$ cat src/rtl/uart_alu_cmd_pkg.sv
// Shared constants for the UART-driven ALU command engine: widths, opcodes, FSM states.
package uart_alu_cmd_pkg;

    localparam int NB_DATA_DEF = 8;
    localparam int NB_OP_DEF   = 6;

    localparam logic [NB_OP_DEF-1:0] OP_ADD = 6'b100000;
    localparam logic [NB_OP_DEF-1:0] OP_SUB = 6'b100010;
    localparam logic [NB_OP_DEF-1:0] OP_AND = 6'b100100;
    localparam logic [NB_OP_DEF-1:0] OP_OR  = 6'b100101;
    localparam logic [NB_OP_DEF-1:0] OP_XOR = 6'b100110;
    localparam logic [NB_OP_DEF-1:0] OP_NOR = 6'b100111;
    localparam logic [NB_OP_DEF-1:0] OP_SRA = 6'b000011;
    localparam logic [NB_OP_DEF-1:0] OP_SRL = 6'b000010;

    typedef enum logic [2:0] {
        ST_GET_A  = 3'd0,
        ST_GET_B  = 3'd1,
        ST_GET_OP = 3'd2,
        ST_EXEC   = 3'd3,
        ST_SEND   = 3'd4
    } state_e;

endpackage

$ cat src/rtl/uart_alu_cmd_if.sv
// UART FIFO-side handshake bundle: RX pop port and TX push port.
interface uart_alu_cmd_if
    import uart_alu_cmd_pkg::*;
#(
    parameter int NB_DATA = NB_DATA_DEF
);
    logic               rx_empty;
    logic [NB_DATA-1:0] r_data;
    logic               tx_full;
    logic               rd_uart;
    logic               wr_uart;
    logic [NB_DATA-1:0] w_data;

    modport master (
        input  rx_empty, r_data, tx_full,
        output rd_uart, wr_uart, w_data
    );

    modport slave (
        output rx_empty, r_data, tx_full,
        input  rd_uart, wr_uart, w_data
    );
endinterface

$ cat src/rtl/uart_alu_cmd_alu.sv
// Combinational 8-bit ALU; unknown opcodes yield zero and raise err.
module alu
    import uart_alu_cmd_pkg::*;
#(
    parameter int NB_DATA = NB_DATA_DEF,
    parameter int NB_OP   = NB_OP_DEF
) (
    input  logic [NB_DATA-1:0] a,
    input  logic [NB_DATA-1:0] b,
    input  logic [NB_OP-1:0]   op,
    output logic [NB_DATA-1:0] out,
    output logic               err
);

    always_comb begin
        out = '0;
        err = 1'b0;
        case (op)
            OP_ADD:  out = a + b;
            OP_SUB:  out = a - b;
            OP_AND:  out = a & b;
            OP_OR:   out = a | b;
            OP_XOR:  out = a ^ b;
            OP_NOR:  out = ~(a | b);
            // Shift amount is the whole of b, so large shifts saturate naturally.
            OP_SRA:  out = $signed(a) >>> b;
            OP_SRL:  out = a >> b;
            default: err = 1'b1;
        endcase
    end

endmodule

$ cat src/rtl/uart_alu_cmd.sv
// Command engine: pops A, B, opcode from the UART RX FIFO, pushes one ALU result byte to TX.
module uart_alu_cmd
    import uart_alu_cmd_pkg::*;
#(
    parameter int NB_DATA = NB_DATA_DEF,
    parameter int NB_OP   = NB_OP_DEF
) (
    input  logic               clk,
    input  logic               reset,
    uart_alu_cmd_if.master     uart,
    output logic [NB_DATA-1:0] result,
    output logic               op_err
);

    state_e             state_q, state_d;
    logic [NB_DATA-1:0] reg_a_q, reg_a_d;
    logic [NB_DATA-1:0] reg_b_q, reg_b_d;
    logic [NB_OP-1:0]   reg_op_q, reg_op_d;
    logic [NB_DATA-1:0] result_q, result_d;
    logic               op_err_q, op_err_d;
    logic [NB_DATA-1:0] alu_out;
    logic               alu_err;
    logic               rd_uart, wr_uart;

    alu #(.NB_DATA(NB_DATA), .NB_OP(NB_OP)) u_alu (
        .a   (reg_a_q),
        .b   (reg_b_q),
        .op  (reg_op_q),
        .out (alu_out),
        .err (alu_err)
    );

    always_ff @(posedge clk or negedge reset) begin
        if (!reset) begin
            state_q  <= ST_GET_A;
            reg_a_q  <= '0;
            reg_b_q  <= '0;
            reg_op_q <= '0;
            result_q <= '0;
            op_err_q <= 1'b0;
        end else begin
            state_q  <= state_d;
            reg_a_q  <= reg_a_d;
            reg_b_q  <= reg_b_d;
            reg_op_q <= reg_op_d;
            result_q <= result_d;
            op_err_q <= op_err_d;
        end
    end

    always_comb begin
        state_d  = state_q;
        reg_a_d  = reg_a_q;
        reg_b_d  = reg_b_q;
        reg_op_d = reg_op_q;
        result_d = result_q;
        op_err_d = op_err_q;
        rd_uart  = 1'b0;
        wr_uart  = 1'b0;
        case (state_q)
            ST_GET_A: if (!uart.rx_empty) begin
                rd_uart = 1'b1;
                reg_a_d = uart.r_data;
                state_d = ST_GET_B;
            end
            ST_GET_B: if (!uart.rx_empty) begin
                rd_uart = 1'b1;
                reg_b_d = uart.r_data;
                state_d = ST_GET_OP;
            end
            ST_GET_OP: if (!uart.rx_empty) begin
                rd_uart  = 1'b1;
                reg_op_d = uart.r_data[NB_OP-1:0];
                state_d  = ST_EXEC;
            end
            ST_EXEC: begin
                result_d = alu_out;
                op_err_d = alu_err;
                state_d  = ST_SEND;
            end
            ST_SEND: if (!uart.tx_full) begin
                wr_uart = 1'b1;
                state_d = ST_GET_A;
            end
            default: state_d = ST_GET_A;
        endcase
    end

    // Strobes drop the moment reset asserts, even with data already waiting in RX.
    assign uart.rd_uart = rd_uart & reset;
    assign uart.wr_uart = wr_uart & reset;
    assign uart.w_data  = result_q;
    assign result       = result_q;
    assign op_err       = op_err_q;

endmodule
$ cat src/flat_wrapper.sv
// flat-port wrapper written by rule: the top's interface ports become plain ports
module uart_alu_cmd_flat import uart_alu_cmd_pkg::*;
#(
    parameter int NB_DATA = NB_DATA_DEF,
    parameter int NB_OP   = NB_OP_DEF
)
  (clk, reset, result, op_err, uart_rx_empty, uart_r_data, uart_tx_full, uart_rd_uart, uart_wr_uart, uart_w_data);
  uart_alu_cmd_if #(.NB_DATA(NB_DATA)) uart_i ();
  input  logic clk;
  input  logic reset;
  output logic [NB_DATA-1:0] result;
  output logic op_err;
  input wire logic [$bits(uart_i.rx_empty)-1:0] uart_rx_empty;
  input wire logic [$bits(uart_i.r_data)-1:0] uart_r_data;
  input wire logic [$bits(uart_i.tx_full)-1:0] uart_tx_full;
  output wire logic [$bits(uart_i.rd_uart)-1:0] uart_rd_uart;
  output wire logic [$bits(uart_i.wr_uart)-1:0] uart_wr_uart;
  output wire logic [$bits(uart_i.w_data)-1:0] uart_w_data;
  assign uart_i.rx_empty = uart_rx_empty;
  assign uart_i.r_data = uart_r_data;
  assign uart_i.tx_full = uart_tx_full;
  assign uart_rd_uart = uart_i.rd_uart;
  assign uart_wr_uart = uart_i.wr_uart;
  assign uart_w_data = uart_i.w_data;
  uart_alu_cmd #(.NB_DATA(NB_DATA), .NB_OP(NB_OP)) u_core (.clk(clk), .reset(reset), .uart(uart_i), .result(result), .op_err(op_err));
endmodule
$ cat config.mk
export PLATFORM = sky130hd
export DESIGN_NAME = uart_alu_cmd_flat
export DESIGN_NICKNAME = d
export VERILOG_FILES = /design/src/rtl/uart_alu_cmd_pkg.sv /design/src/rtl/uart_alu_cmd_if.sv /design/src/rtl/uart_alu_cmd_alu.sv /design/src/rtl/uart_alu_cmd.sv /design/src/flat_wrapper.sv
export SDC_FILE = /design/constraint.sdc
export NUM_CORES = 1
export LEC_CHECK = 0
export CAP_MARGIN = 20
export CELL_PAD_IN_SITES_DETAIL_PLACEMENT = 1
export CELL_PAD_IN_SITES_GLOBAL_PLACEMENT = 1
export CORE_UTILIZATION = 42
export DETAILED_ROUTE_END_ITERATION = 10
export DONT_BUFFER_PORTS = 1
export PLACE_DENSITY = 0.76
export SLEW_MARGIN = 20
export SYNTH_ARGS = -nofsm -noshare
export SYNTH_HDL_FRONTEND = slang
export SYNTH_SLANG_ARGS = --single-unit
$ cat constraint.sdc
create_clock -name clk -period 4.6 [get_ports clk]
set_clock_uncertainty 0.2 [all_clocks]
set_input_delay 0.69 -clock clk [delete_from_list [all_inputs] [get_ports clk]]
set_output_delay 0.69 -clock clk [all_outputs]
set_load 0.1 [all_outputs]
=== Yosys cells after proc, flatten, opt, wreduce, memory -nomap -nowiden ===
Cells that the tools add are included.

* Register bits: 34
* Bits in latches: 0
* RAM bits: 0
* Bits in read-only memories: 0
* Bits of input ports: 12
* Output and inout bits: 19
* Word-level logic and storage cells: 51
* Memories: 0

* Add/subtract/negate cells: 2
* Multipliers: 0
* Div/mod/pow operators: 0
* Magnitude comparators: 0
* Equal/unequal tests: 16
* Shift-type cells: 2
* Multiplexer cells: 11
* Bitwise logic cells: 7
* Reductions and logical operators: 7

{| class="wikitable"
|+ Operator list
! kind !! count
|-
| $pmux W8 S8 || 1
|-
| $eq A6 B6 Y1 const B || 6
|-
| $pmux W3 S5 || 1
|-
| $eq A6 B2 Y1 const B || 2
|-
| $mux W3 || 4
|-
| $add A8 B8 Y8 || 1
|-
| $and A8 B8 Y8 || 1
|-
| $ne A2 B2 Y1 const B || 4
|-
| $not A8 Y8 || 1
|-
| $or A8 B8 Y8 || 1
|-
| $reduce_or A8 Y1 || 1
|-
| $shr A8 B8 Y8 || 1
|-
| $sshr A8 B8 Y8 || 1
|-
| $sub A8 B8 Y8 || 1
|-
| $xor A8 B8 Y8 || 1
|-
| $eq A3 B2 Y1 const B || 2
|-
| $reduce_and A2 Y1 || 3
|-
| $mux W1 || 5
|-
| $reduce_and A4 Y1 || 1
|-
| $eq A3 B1 Y1 const B || 1
|-
| $eq A3 B3 Y1 const B || 1
|-
| $logic_not A3 Y1 || 1
|-
| $reduce_or A3 Y1 || 1
|-
| $and A1 B1 Y1 || 2
|-
| $not A1 Y1 || 1
|}

=== Logic depth before layout (Yosys ltp) ===
* Word-level depth: 4
* Gate-level depth with buffers: 13
* Depth with buffers taken out: 11

=== Hierarchy ===
A second synthesis with hierarchy kept.

* Cell total of the unflattened synthesis: 315
* Area, all modules: 3084.2 µm²

{| class="wikitable"
|+ Modules (own cells, without submodules)
! module !! instances !! cells an instance !! area an instance (µm²) !! sequential area each (µm²)
|-
| alu || 1 || 221 || 1634.1 || 0.0
|-
| uart_alu_cmd || 1 || 94 || 1450.1 || 850.8
|}

=== Worst setup path before layout ===
No wires, ideal clock.

* Path kind: register to register
* Start point: register u_core.reg_b_q[1]
* End point: register u_core.result_q[6], in the netlist u_core.result[6]
* Library setup time: 0.132 ns
* Arrival: 2.808 ns
* Required time: 4.268 ns
* Setup slack: 1.460 ns
* Stages on the path, launching flop included: 13
* Period minus slack after synthesis: 3.140 ns
* Path through: dfrtp_1 > clkbuf_1 > clkbuf_1 > inv_1 > ha_1 > mux2i_1 > fa_1 > a21oi_1 > o211ai_1 > a21oi_1 > xnor2_1 > a2111oi_0 > nor2_1

* Word-level cells in the longest chain between the ends: 2
* Elaborated cells on any way between the ends: 5
* Classes of those cells: add/sub (2); shift (2); mux (1)

{| class="wikitable"
|+ Ends and longest elaborated chain
! what !! RTL line !! RTL
|-
| start: declaration || uart_alu_cmd.sv:17 || <nowiki>logic [NB_DATA-1:0] reg_b_q, reg_b_d;</nowiki>
|-
| start signal: assignment || uart_alu_cmd.sv:44 || <nowiki>reg_b_q <= reg_b_d;</nowiki>
|-
| $sub A8 B8 Y8 (tied with other cells) || uart_alu_cmd_alu.sv:20 || <nowiki>OP_SUB: out = a - b;</nowiki>
|-
| $pmux W8 S8 * || uart_alu_cmd_alu.sv:18 || <nowiki>case (op)</nowiki>
|-
| end signal: assignment || uart_alu_cmd.sv:46 || <nowiki>result_q <= result_d;</nowiki>
|-
| end: declaration || uart_alu_cmd.sv:19 || <nowiki>logic [NB_DATA-1:0] result_q, result_d;</nowiki>
|}

Mark *: on every way between the ends. The rest lies on a longest branch, timed or not.
A chain may end at the register's enable or synchronous reset.

=== Final worst setup path ===
* Start point: register u_core.reg_op_q[2]
* End point: register u_core.result_q[6], in the netlist u_core.result[6]

* Word-level cells in the longest chain between the ends: 2
* Elaborated cells on any way between the ends: 9
* Classes of those cells: eq/ne (8); mux (1)

{| class="wikitable"
|+ Ends and longest elaborated chain
! what !! RTL line !! RTL
|-
| start: declaration || uart_alu_cmd.sv:18 || <nowiki>logic [NB_OP-1:0] reg_op_q, reg_op_d;</nowiki>
|-
| start signal: assignment || uart_alu_cmd.sv:45 || <nowiki>reg_op_q <= reg_op_d;</nowiki>
|-
| $eq A6 B2 Y1 / $eq A6 B6 Y1 (equally long branches) || uart_alu_cmd_alu.sv:18 ||
|-
| $pmux W8 S8 * || uart_alu_cmd_alu.sv:18 ||
|}

Marks and branches as above.

==> reports/results.ini <==
[sta]
min_period_over_period_pct=74.82
timing.setup.tns_ns=0
rsz0062_at_grt=no
hold_viol_final=3
finalSetupViolations=0
slew_violations=0
hold_ws_ns=-0.003218
timing.fmax_mhz=290.5
layout_min_cycle_time_ns=3.442
tightest_slew_ns=0.9758
max-slew-margin-rel_pct=34.90

[clocking]
cts_root_buf=clkbuf_8
post_cts_buffers=0
cts_tree=yes
clk_pin_slew_ns=0.08
post_cts_resize_count=0
clock_latency_ns=0.31
holdBufCountCts=1
cts-buffers-inserted=5
htree_levels=2
numClockSinks=34
cts_buffer_depth=2

[drt]
route.detailed.drc=4
maxUsedRoutingLayer=met4
vias=2521
met3WireLength_um=464
via_per_inst=6.134
wl_per_cell_um=20.99
drt_iter0_drc=200
drt_wl_total_um=8628
first_pass_iters=7
met1Wirelength_um=4020
ant_nets=0
wl_met2_um=3876

[die]
initial_core_util_pct=44.09
die_w_um=84.34
placementRows=29
io_pins=31
die_area_um2=7113
coreArea_um2=6459
die_h_um=84.34

[critical_path]
cp_max_fo=7
reg2regPathDepth=10
cp-start-kind=register
r2r_end=u_core.result[6]
r2r_start=u_core.reg_op_q[2]
cp-endpoint=u_core.result[6]
required_ns=4.58
cp_data_arrival_time_ns=3.43
endpoint_kind=register
startpoint=u_core.reg_op_q[2]
r2r_slack_ns=1.16
crit_type=register to register

[run]
drv_cap=0

[grt]
grt_usage_pct=26.14
antenna_found_initial=0
grt_max_degree=35
grt_overflow=0
grt_pass1_wl_um=14150
grt_pass1_vias=2639

[logic_synthesis]
yosys_warnings=0
synth_top_area_share_pct=29.88
ys_seq_area_share_pct=29.88
syn_area_per_cell_um2=8.254
netlist_area_um2=2848
syn_nets=382
synth_seq_cells=34
synth_edf_count=0
synth.area.top_cells=dfrtp_1 (30%), ha_1 (11%), o21ai_0 (5.8%), nand2_1 (5.0%), xnor2_1 (4.9%)
synth-main-ff-cell=dfrtp_1
async_flop_share_pct=100.0
syn_inst=345
synth_area_leader_cell=dfrtp_1
ys_types=50

[place]
routabilityCongestion=0.8941
dp_hpwl_um=6566
portBuffers=0

[outcome]
violations=DRC, hold timing
outcome=finished with violations

[layout]
nNetsFinal=370
num_antenna_cells=0
drive_gt1_share_pct=10.78
area_delta_synth_final_pct=4.921

[hold_path]
hp-class=input port to asynchronous set/reset pin

kinds of logic after synthesis:
group,share of synthesized area [%]
and+or+nand+nor,18.10
AOI/OAI and AO/OA,19.86
buffers and inverters,7.381
DFF,29.88
adders and majority gates,11.25
xor gates and xnor gates,6.458
muxes,7.074
sequential cells by signal, indices dropped and copies added, names as in the netlist:
name             count
u_core.reg_op_q      6
u_core.reg_a_q       8
u_core.op_err        1
u_core.reg_b_q       8
u_core.state_q       3
u_core.result        8
through the flow:
stage	utilization [%]	instances	cell area (um^2)	hold slack, ns	worst slack, ns
6_report	46.26	411	2988	-0.003218	1.158
2_1_floorplan	-	345	2848	0.1944	1.460
4_1_cts	46.26	411	2988	0.01040	1.178
3_5_place_dp	44.48	402	2873	0.1956	1.203
3_3_place_gp	44.48	402	2873	0.1957	1.284
5_1_grt	46.26	411	2988	0.006877	0.9388
layer usage:
layer | up-vias | global-route usage (%)
met5 | - | 0
met4 | 0 | 12.33
met3 | 21 | 4.621
met2 | 70 | 40.76
met1 | 1243 | 35.34
li1 | 1187 | -
worst min-delay path by stage:
stage | slack (ns) | end
5_1_grt | 0.007 | u_core.result[5]
2_1_floorplan | 0.19 | u_core.op_err
4_1_cts | 0.01 | u_core.result[5]
6_report | -0.003 | u_core.result[5]
3_3_place_gp | 0.20 | u_core.result[6]
3_5_place_dp | 0.20 | u_core.result[5]
worst max-delay path: stages (launching register included):
cell and delay [ns]:
dfrtp_1 0.45, or4b_1 0.58, nor2_2 0.29, mux2i_1 0.19
fa_1 0.48, a21oi_1 0.20, o211ai_1 0.13, a21oi_1 0.18
xnor2_1 0.08, a2111oi_0 0.44, nor2_1 0.08
cell usage in the layout (no fill, tap or decap), drive strengths merged, types with 2 or more instances in the layout:
| master | n |
|---|---|
| nor2 | 28 |
| nor4 | 3 |
| dfrtp | 34 |
| xnor2 | 16 |
| nor3 | 6 |
| a211oi | 9 |
| ha | 24 |
| o21bai | 2 |
| a21oi | 20 |
| nand2b | 4 |
| nand3 | 12 |
| o2111ai | 2 |
| or4 | 3 |
| o22ai | 4 |
| a31oi | 4 |
| a22oi | 3 |
| o21a | 2 |
| xor2 | 5 |
| o221ai | 2 |
| inv | 20 |
| nand2 | 38 |
| buf | 6 |
| clkbuf | 6 |
| o21ai | 33 |
| and3 | 2 |
| nor2b | 3 |
| mux2i | 10 |
| mux2 | 9 |
| a2111oi | 2 |
| clkinv | 2 |
| o211ai | 5 |
area by class of cell:
cell class / count / area (um^2)
flip-flops and latches: 34 / 860.8
well taps: 77 / 96.34
fillers: 793 / 3471
clock buffers: 6 / 82.58
inverters: 21 / 78.83
multi-input cells: 265 / 1799
clock inverters: 2 / 12.51
repair buffers: 6 / 57.56
synth_stat cells (all sizes together) (3+ instances only):
library cell,number
a211oi,9
nand3,12
mux2i,10
a21oi,20
nor2,28
a31oi,4
nor3,6
nor2b,3
dfrtp,34
o211ai,5
o21ai,33
a22oi,3
ha,24
clkbuf,10
o22ai,4
nor4,3
mux2,9
inv,20
xnor2,16
buf,15
nand2b,4
nand2,38
or4,3
xor2,5
Power is not shown: default switching activity piles up to over one toggle a cycle in this logic, so the estimate is an artifact.
